[src/rtl/hamming_secded_pipe.sv]
// hamming_secded_pipe
//   Two-stage streaming SECDED Hamming codec with a per-beat encode/decode
//   mode and valid/ready handshakes on both sides.
//   Codeword layout: bit 0 = overall parity, bit 2**i = parity i, data bits
//   fill the remaining positions 3,5,6,7,9,... LSB first. Positions above
//   N = DATA_WIDTH+ADDR_WIDTH are always zero.
// Ports:
//   clk_i, rst_i                 clock, async active-high reset
//   in_valid_i/in_ready_o        input handshake
//   mode_i                       0 = encode, 1 = decode (sampled with the beat)
//   data_i                       encode: payload in low bits; decode: codeword
//   out_valid_o/out_ready_i      output handshake
//   coded_o, data_o              codeword (corrected) and payload
//   single_err_o, double_err_o   decode flags
//   err_pos_o                    corrected bit position, else 0
//   corr_cnt_o, uncorr_cnt_o     saturating event counters
//   cnt_clr_i                    synchronous counter clear (wins over increment)
module hamming_secded_pipe #(
  parameter int  DATA_WIDTH  = 32,
  parameter int  CNT_WIDTH   = 16,
  // Fixed-point iteration of p = clog2(DATA_WIDTH+p+1); three steps converge.
  localparam int ADDR_WIDTH  = $clog2(DATA_WIDTH + $clog2(DATA_WIDTH +
                               $clog2(DATA_WIDTH + 1) + 1) + 1),
  localparam int CODED_WIDTH = 2 ** ADDR_WIDTH
) (
  input  logic                   clk_i,
  input  logic                   rst_i,
  input  logic                   in_valid_i,
  output logic                   in_ready_o,
  input  logic                   mode_i,
  input  logic [CODED_WIDTH-1:0] data_i,
  output logic                   out_valid_o,
  input  logic                   out_ready_i,
  output logic [CODED_WIDTH-1:0] coded_o,
  output logic [DATA_WIDTH-1:0]  data_o,
  output logic                   single_err_o,
  output logic                   double_err_o,
  output logic [ADDR_WIDTH:0]    err_pos_o,
  output logic [CNT_WIDTH-1:0]   corr_cnt_o,
  output logic [CNT_WIDTH-1:0]   uncorr_cnt_o,
  input  logic                   cnt_clr_i
);

  localparam int N = DATA_WIDTH + ADDR_WIDTH;
  localparam logic [ADDR_WIDTH-1:0] N_A = ADDR_WIDTH'(N);

  typedef struct packed {
    logic                   mode;
    logic [CODED_WIDTH-1:0] word;  // encode: data scattered, parity slots 0
    logic [ADDR_WIDTH-1:0]  syn;   // encode: parity bits; decode: syndrome
    logic                   par;   // XOR of word[0..N]
  } s1_t;

  typedef struct packed {
    logic [CODED_WIDTH-1:0] coded;
    logic [DATA_WIDTH-1:0]  data;
    logic                   single_err;
    logic                   double_err;
    logic [ADDR_WIDTH:0]    pos;
  } s2_t;

  function automatic logic [CODED_WIDTH-1:0] scatter(input logic [DATA_WIDTH-1:0] d);
    int k;
    scatter = '0;
    k = 0;
    for (int p = 1; p <= N; p++)
      if ((p & (p - 1)) != 0) begin
        scatter[p] = d[k];
        k++;
      end
  endfunction

  function automatic logic [DATA_WIDTH-1:0] extract(input logic [CODED_WIDTH-1:0] w);
    int k;
    extract = '0;
    k = 0;
    for (int p = 1; p <= N; p++)
      if ((p & (p - 1)) != 0) begin
        extract[k] = w[p];
        k++;
      end
  endfunction

  logic [2:1] vld_pipe;
  logic       s1_adv, s2_adv, out_hs;
  s1_t        s1_q, s1_d;
  s2_t        s2_q, s2_d;

  assign s2_adv     = !vld_pipe[2] | out_ready_i;
  assign s1_adv     = !vld_pipe[1] | s2_adv;
  assign in_ready_o = s1_adv;
  assign out_hs     = vld_pipe[2] & out_ready_i;

  // Stage 1: one syndrome tree serves both modes. In encode the parity slots
  // of the scattered word are zero, so the syndrome equals the parity bits.
  always_comb begin
    s1_d      = '0;
    s1_d.mode = mode_i;
    if (mode_i) begin
      for (int p = 0; p <= N; p++) s1_d.word[p] = data_i[p];
    end else begin
      s1_d.word = scatter(data_i[DATA_WIDTH-1:0]);
    end
    for (int p = 1; p <= N; p++)
      for (int i = 0; i < ADDR_WIDTH; i++)
        if (p[i]) s1_d.syn[i] = s1_d.syn[i] ^ s1_d.word[p];
    s1_d.par = ^s1_d.word;
  end

  // Stage 2: parity insertion (encode) or classification/correction (decode).
  always_comb begin
    s2_d       = '0;
    s2_d.coded = s1_q.word;
    if (!s1_q.mode) begin
      for (int i = 0; i < ADDR_WIDTH; i++) s2_d.coded[1 << i] = s1_q.syn[i];
      // word[0] is 0 here, so par is the data XOR; add the parity bits.
      s2_d.coded[0] = s1_q.par ^ (^s1_q.syn);
    end else if (s1_q.par) begin
      if (s1_q.syn == '0) begin
        s2_d.coded[0]   = ~s1_q.word[0];
        s2_d.single_err = 1'b1;
      end else if (s1_q.syn <= N_A) begin
        s2_d.coded[s1_q.syn] = ~s1_q.word[s1_q.syn];
        s2_d.single_err      = 1'b1;
        s2_d.pos             = {1'b0, s1_q.syn};
      end else begin
        s2_d.double_err = 1'b1;  // odd weight but syndrome outside codeword
      end
    end else if (s1_q.syn != '0) begin
      s2_d.double_err = 1'b1;
    end
    s2_d.data = extract(s2_d.coded);
  end

  always_ff @(posedge clk_i or posedge rst_i) begin
    if (rst_i) begin
      vld_pipe <= '0;
      s1_q     <= '0;
      s2_q     <= '0;
    end else begin
      if (s1_adv) begin
        vld_pipe[1] <= in_valid_i;
        if (in_valid_i) s1_q <= s1_d;
      end
      if (s2_adv) begin
        vld_pipe[2] <= vld_pipe[1];
        if (vld_pipe[1]) s2_q <= s2_d;
      end
    end
  end

  always_ff @(posedge clk_i or posedge rst_i) begin
    if (rst_i) begin
      corr_cnt_o   <= '0;
      uncorr_cnt_o <= '0;
    end else if (cnt_clr_i) begin
      corr_cnt_o   <= '0;
      uncorr_cnt_o <= '0;
    end else if (out_hs) begin
      if (s2_q.single_err && corr_cnt_o != '1)   corr_cnt_o   <= corr_cnt_o + 1'b1;
      if (s2_q.double_err && uncorr_cnt_o != '1) uncorr_cnt_o <= uncorr_cnt_o + 1'b1;
    end
  end

  assign out_valid_o  = vld_pipe[2];
  assign coded_o      = s2_q.coded;
  assign data_o       = s2_q.data;
  assign single_err_o = s2_q.single_err;
  assign double_err_o = s2_q.double_err;
  assign err_pos_o    = s2_q.pos;

endmodule

[config.mk]
export PLATFORM = sky130hd
export DESIGN_NAME = hamming_secded_pipe
export DESIGN_NICKNAME = d
export VERILOG_FILES = /design/src/rtl/hamming_secded_pipe.sv
export SDC_FILE = /design/constraint.sdc
export NUM_CORES = 1
export LEC_CHECK = 0
export BUFFER_PORTS_ARGS = -buffer_cell sky130_fd_sc_hd__buf_2
export CORE_ASPECT_RATIO = 1.75
export CORE_MARGIN = 2
export CORE_UTILIZATION = 45
export DETAILED_ROUTE_END_ITERATION = 10
export PLACE_DENSITY = 0.74
export SLEW_MARGIN = 15
export SYNTH_ARGS = -nofsm -noshare
export SYNTH_HDL_FRONTEND = slang
export SYNTH_SLANG_ARGS = --single-unit
export TNS_END_PERCENT = 5
[constraint.sdc]
create_clock -name clk_i -period 7.4 [get_ports clk_i]
set_clock_uncertainty 0.05 [all_clocks]
set_input_delay 0.74 -clock clk_i [delete_from_list [all_inputs] [get_ports clk_i]]
set_output_delay 0.74 -clock clk_i [all_outputs]
set_load 0.01 [all_outputs]
# Word level (Yosys, flattened, before mapping)
# Index checks and enable logic that the tools add are counted.
[classes] eq_ne=2 muxes=160 n_bitwise=96 addsub=32 magnitude_cmp=34 n_reduce_logical=16
[op_table] op="less-than comparator 32 x 7 -> 1 bit (second input constant)" n=31
[op_table] op="2-to-1 mux 32 bit" n=31
[op_table] op="adder 32 x 2 -> 32 bit (second input constant)" n=30
[op_table] op="binary-select mux 1 bit (select 5 bit)" n=31
[op_table] op="2-to-1 mux 64 bit" n=2
[op_table] op="2-to-1 mux 16 bit" n=6
[op_table] op="XOR 1 bit" n=91
[op_table] op="2-to-1 mux 1 bit" n=76
[op_table] op="bitwise mux 64 bit" n=1
[op_table] op="XOR reduction 64 bit" n=1
[op_table] op="2-to-1 mux 63 bit" n=1
[op_table] op="2-to-1 mux 39 bit" n=1
[op_table] op="adder 16 x 1 -> 16 bit (second input constant)" n=2
[op_table] op="inequality test 16 bit (second input constant)" n=2
[op_table] op="2-to-1 mux 31 bit" n=1
[op_table] op="2-to-1 mux 15 bit" n=1
[op_table] op="2-to-1 mux 7 bit" n=2
[op_table] op="2-to-1 mux 9 bit" n=1
[op_table] op="2-to-1 mux 8 bit" n=1
[op_table] op="AND reduction 2 bit" n=4
[op_table] op="less-than comparator 6 x 7 -> 1 bit (second input constant)" n=1
[op_table] op="binary-select mux 1 bit (select 6 bit)" n=1
[op_table] op="demux 1 bit (select 6 bit)" n=1
[op_table] op=">= comparator 6 x 1 -> 1 bit (second input constant)" n=1
[op_table] op="other kinds (12)" n=20
[word_totals] wordCells=353 output_inout_bits=139 register_bits=186

# Depth between registers and ports, before layout
[logic_depth] depth_word=83 mapped_depth=12 ltp_nobuf=9

# Least setup slack after synthesis
# Ideal clock, no wire load.
[synth_path] kind="input to register" from="input data_i[30]" to="register s1_q[0] (netlist name)" n_path_buf=1 stages=8 slack_ns=4.836 setup_ns=0.131 arrival_time_ns=2.384 required_ns=7.219 cell_sequence="buf_2 -> xnor3_1 -> xnor2_2 -> xnor2_1 -> mux2i_1 -> xnor3_1 -> xnor2_1 -> o21ai_1"
[synth_via] elab_chain_cells=5 elab_cells_between_ends=95
[synth_rtl] item="start: declaration" line_no="31" source="input logic [CODED_WIDTH-1:0] data_i,"
[synth_rtl] item="binary-select mux 1 bit (select 5 bit)" line_no="68" source="scatter[p] = d[k];"
[synth_rtl] item="2-to-1 mux 1 bit (implied by the code) (2 in a row)" line_no="68"
[synth_rtl] item="2-to-1 mux 39 bit *" line_no="99" source="if (mode_i) begin"
[synth_rtl] item="XOR reduction 64 bit *" line_no="107" source="s1_d.par = ^s1_d.word;"
[synth_rtl] item="end signal: assignment" line_no="138" source="s1_q <= '0;"
[synth_rtl] item="end signal: assignment" line_no="143" source="if (in_valid_i) s1_q <= s1_d;"
[synth_rtl] item="end: declaration" line_no="86" source="s1_t s1_q, s1_d;"
# Mark *: on every way between the ends. The rest lies on a longest branch, timed or not. The select of a mux whose other input is x is not followed.
# A chain may end at the register's enable or synchronous reset.

# Worst setup path after layout
[layout_path] from="register s1_q[2] (netlist name)" to="register s2_q, in the netlist coded_o[63]"
[layout_via] elab_chain_cells=9 elab_cells_between_ends=15
[layout_rtl] item="less-than comparator 6 x 7 -> 1 bit (implied by the code) / >= comparator 6 x 1 -> 1 bit (equally long branches)" line_no="123" source="s2_d.coded[s1_q.syn] = ~s1_q.word[s1_q.syn];"
[layout_rtl] item="logical AND 1 bit (implied by the code)" line_no="123"
[layout_rtl] item="2-to-1 mux 1 bit (implied by the code)" line_no="123"
[layout_rtl] item="demux 1 bit (select 6 bit)" line_no="123"
[layout_rtl] item="bitwise mux 64 bit" line_no="123"
[layout_rtl] item="2-to-1 mux 64 bit" line_no="122" source="end else if (s1_q.syn <= N_A) begin"
[layout_rtl] item="2-to-1 mux 63 bit *" line_no="119" source="if (s1_q.syn == '0) begin"
[layout_rtl] item="2-to-1 mux 64 bit *" line_no="118" source="end else if (s1_q.par) begin"
[layout_rtl] item="2-to-1 mux 31 bit *" line_no="114" source="if (!s1_q.mode) begin"
[layout_rtl] item="end signal: assignment" line_no="139" source="s2_q <= '0;"
[layout_rtl] item="end signal: assignment" line_no="147" source="if (vld_pipe[1]) s2_q <= s2_d;"
[layout_rtl] item="end: declaration" line_no="87" source="s2_t s2_q, s2_d;"
# Marks and branches as above.

==> key figures <==
Critical path
  • CP startpoint kind: flip-flop
  • Most common cell on crit path: or4_1
  • Max incr delay on CP: 0.93 ns
  • R2R depth: 7
  • Crit-path cells: nor2b_1, a2bb2oi_1, a221oi_1, or4_1, nand3_2, or4_1, o31ai_4
  • Worst r2r src: s1_q[2]
  • CP Data Arrival Time: 4.31 ns
  • CP max-delay cell: or4_1
  • Worst R2R End: coded_o[63]
  • Worst setup EP type: flip-flop
  • CP required: 7.69 ns
  • Largest fanout on the critical path: 44
  • WS Path Type: reg2reg
  • Reg2Reg Setup Slack: 3.37 ns

Synth
  • Register area share after synthesis: 0.417
  • Synthesis-stage register bit count: 153
  • Ranking of synthesized cells by area: dfrtp_1 42%, xnor2_1 6.1%, mux2i_1 6.0%
  • Post-synth EDFFs: 0
  • Leading area contributor after synthesis: dfrtp_1
  • Async SR Flop Fraction: 1.00
  • Synthesis Warnings: 0
  • Syn_area_per_cell: 9.36 sq um
  • Post-synth top area share: 0.417
  • Cell count after synthesis: 980
  • Netlist cell types: 67
  • Post-Syn Area: 0.00918 sq mm
  • Syn nets: 1,060
  • Ys flop type: dfrtp_1

STA
  • Setup TNS: 0 ns
  • Min cycle time layout: 4.03 ns
  • Final worst-path cycle share: 0.544
  • Fin Hold WS: 0.425 ns
  • RSZ-0062 raised after global routing: no
  • Max Slew Vio Count: 0
  • Final setup viols: 0
  • Hold Violations, Final: 0
  • Max Fclk: 248 MHz
  • Post-route setup slack: 3.37 ns
  • Max_slew headroom: 0.272
  • Worst Max-Slew Pin Slew: 1.09 ns

Placement
  • DP Wirelength: 18,700 um
  • Place WS: 3.52 ns
  • RePlAce Congestion: 0.959
  • Placed cell area: 0.00986 sq mm
  • Placed cell count: 1,304
  • IO buf count: 182

GRT
  • First-pass GRT wire length: 39,100 um
  • Total GRT Usage: 0.229
  • Vias in the first global route: 7,318
  • Total gr overflow: 0
  • Largest net degree at the start of global routing: 102
  • Initial antenna violation count: 0

Finish
  • Layout Utilization: 0.518
  • Storage cell area: 0.00383 sq mm
  • Ant. Diodes: 0
  • Highest-count cells in the layout ignoring fill and taps: 182 x buf_2, 153 x dfrtp_1, 115 x nand2_1
  • Layout area overhead: 14.0%
  • Final nets: 1,155
  • Final instance area: 0.0105 sq mm
  • Share of post-route cells with drive strength above 1: 0.216
  • Commonest non-fill, non-tap cell in the layout: buf_2
  • Post-Layout Cell Count: 1,336
  • Fill count: 1,908
  • Multi-input logic area: 0.00471 sq mm

Worst hold path
  • Hold Startpoint: coded_o[8]
  • Hold WC Path Type: reg2reg
  • Hold Path End: coded_o[8]
  • Hold depth: 2

Power
  • Leak: 4.76 nW
  • Peak supply drop: 0.200 mV
  • Pwr per Cell Area: 299 mW/mm^2
  • Combinational share of power: 0.363
  • Clock Power Share: 0.279
  • Psw: 1.23 mW
  • Net Sw Frac: 0.394
  • Part of the power in registers: 0.358
  • Power, Total: 3.13 mW
  • Power Internal: 1.89 mW

CTS
  • Max Buffers Root-to-Sink: 2
  • CTS clk-pin slew, worst paths: 0.06 ns
  • Post-cts resize count: 0
  • Clock Latency Late Sink: 0.42 ns
  • Clock buffer count from CTS: 17
  • Post-CTS Setup Repair Bufs: 0
  • CTS tree: built
  • CTS sink count: 153
  • # hold bufs at CTS: 0
  • Root buf cell: clkbuf_16
  • Number of H-tree levels: 4

Floorplan
  • Chip height: 193 um
  • Core area: 0.0202 sq mm
  • Initial core utilization: 0.454
  • Die W: 112 um
  • Top Ports: 209
  • Row count: 69
  • Die footprint: 0.0216 sq mm

Routing
  • Drt drc: 0
  • Vias: 7,672
  • Antenna viol nets, final: 0
  • Initial DRT Pass Iterations: 6
  • Wire per inst: 18.9 um
  • Final WL: 25,200 um
  • DR iter-0 viols: 831
  • Vias/cell: 5.74

Job
  • Max-Cap Viols: 0

Status
  • Run status: complete, no violations
## worst max-delay path, delay by kind of cell, from the launching register on
family             cells  cell delay, ns
DFF                    1            0.68
and+or+nand+nor        4            2.43
AOI/OAI and AO/OA      3            0.77
## routing by layer
| metal | track usage | vias to the layer above | share of wire |
|---|---|---|---|
| li1 | - | 3607 | - |
| met1 | 0.268 | 3672 | 0.38 |
| met2 | 0.411 | 319 | 0.52 |
| met3 | 0.0229 | 74 | 0.046 |
| met4 | 0.127 | 0 | 0.049 |
| met5 | 0 | - | 0 |
## power by group through the flow
stage	logic (mW)	registers, mW	clock network, mW
detailed placement	1.12	1.13	0
floorplan	0.876	1.07	0
global placement	1.10	1.13	0
CTS	1.12	1.12	0.882
finish	1.13	1.12	0.871
global route	1.24	1.14	0.915
## cell usage after synthesis (7+ instances only)
cell and number:
o31ai_1 11, or4_1 8, a31oi_1 11, nand2_1 116, xor2_1 53, a21oi_1 20, buf_2 12, o311ai_0 24
clkbuf_1 56, o41ai_1 7, nor3_1 9, dfrtp_1 153, xnor2_1 64, o21ai_1 9, nand4_1 14, inv_1 11
o21ai_0 94, mux2i_1 55, buf_1 7, a22o_1 8, or3_1 8, o21a_1 25, ha_1 10, nor2_1 58
buf_4 34, nand3_1 22
## logic make-up after synthesis
kind of cell | synth area share
and+or+nand+nor | 0.135
AOI/OAI and AO/OA | 0.169
DFF | 0.417
buffers and inverters | 0.0700
xor gates and xnor gates | 0.126
muxes | 0.0690
adders and majority gates | 0.0136
other | 0.000409
## final cells by class
class	count	area share
clock buffers	20	0.0436
well taps	248	0.0297
flip-flops and latches	153	0.366
multi-input cells	700	0.450
inverters	15	0.00586
clock inverters	12	0.0135
repair buffers	188	0.0914
## state kept, by name, indices dropped and copies added, names as in the netlist
signal / cells
err_pos_o: 6
double_err_o: 1
coded_o: 64
corr_cnt_o: 16
single_err_o: 1
uncorr_cnt_o: 16
vld_pipe: 2
s1_q: 47
## worst max path at each step
stage / slack, ns / from / depth (start not counted) / endpoint
global placement: 3.52 / s1_q[2] / 7 / coded_o[63]
floorplan: 2.49 / rst_i / 1 / coded_o[0]
global route: 3.22 / s1_q[2] / 7 / coded_o[63]
detailed placement: 3.52 / s1_q[2] / 7 / coded_o[63]
CTS: 3.50 / s1_q[2] / 7 / coded_o[63]
finish: 3.37 / s1_q[2] / 7 / coded_o[63]
(Power assumes the default switching activity.)
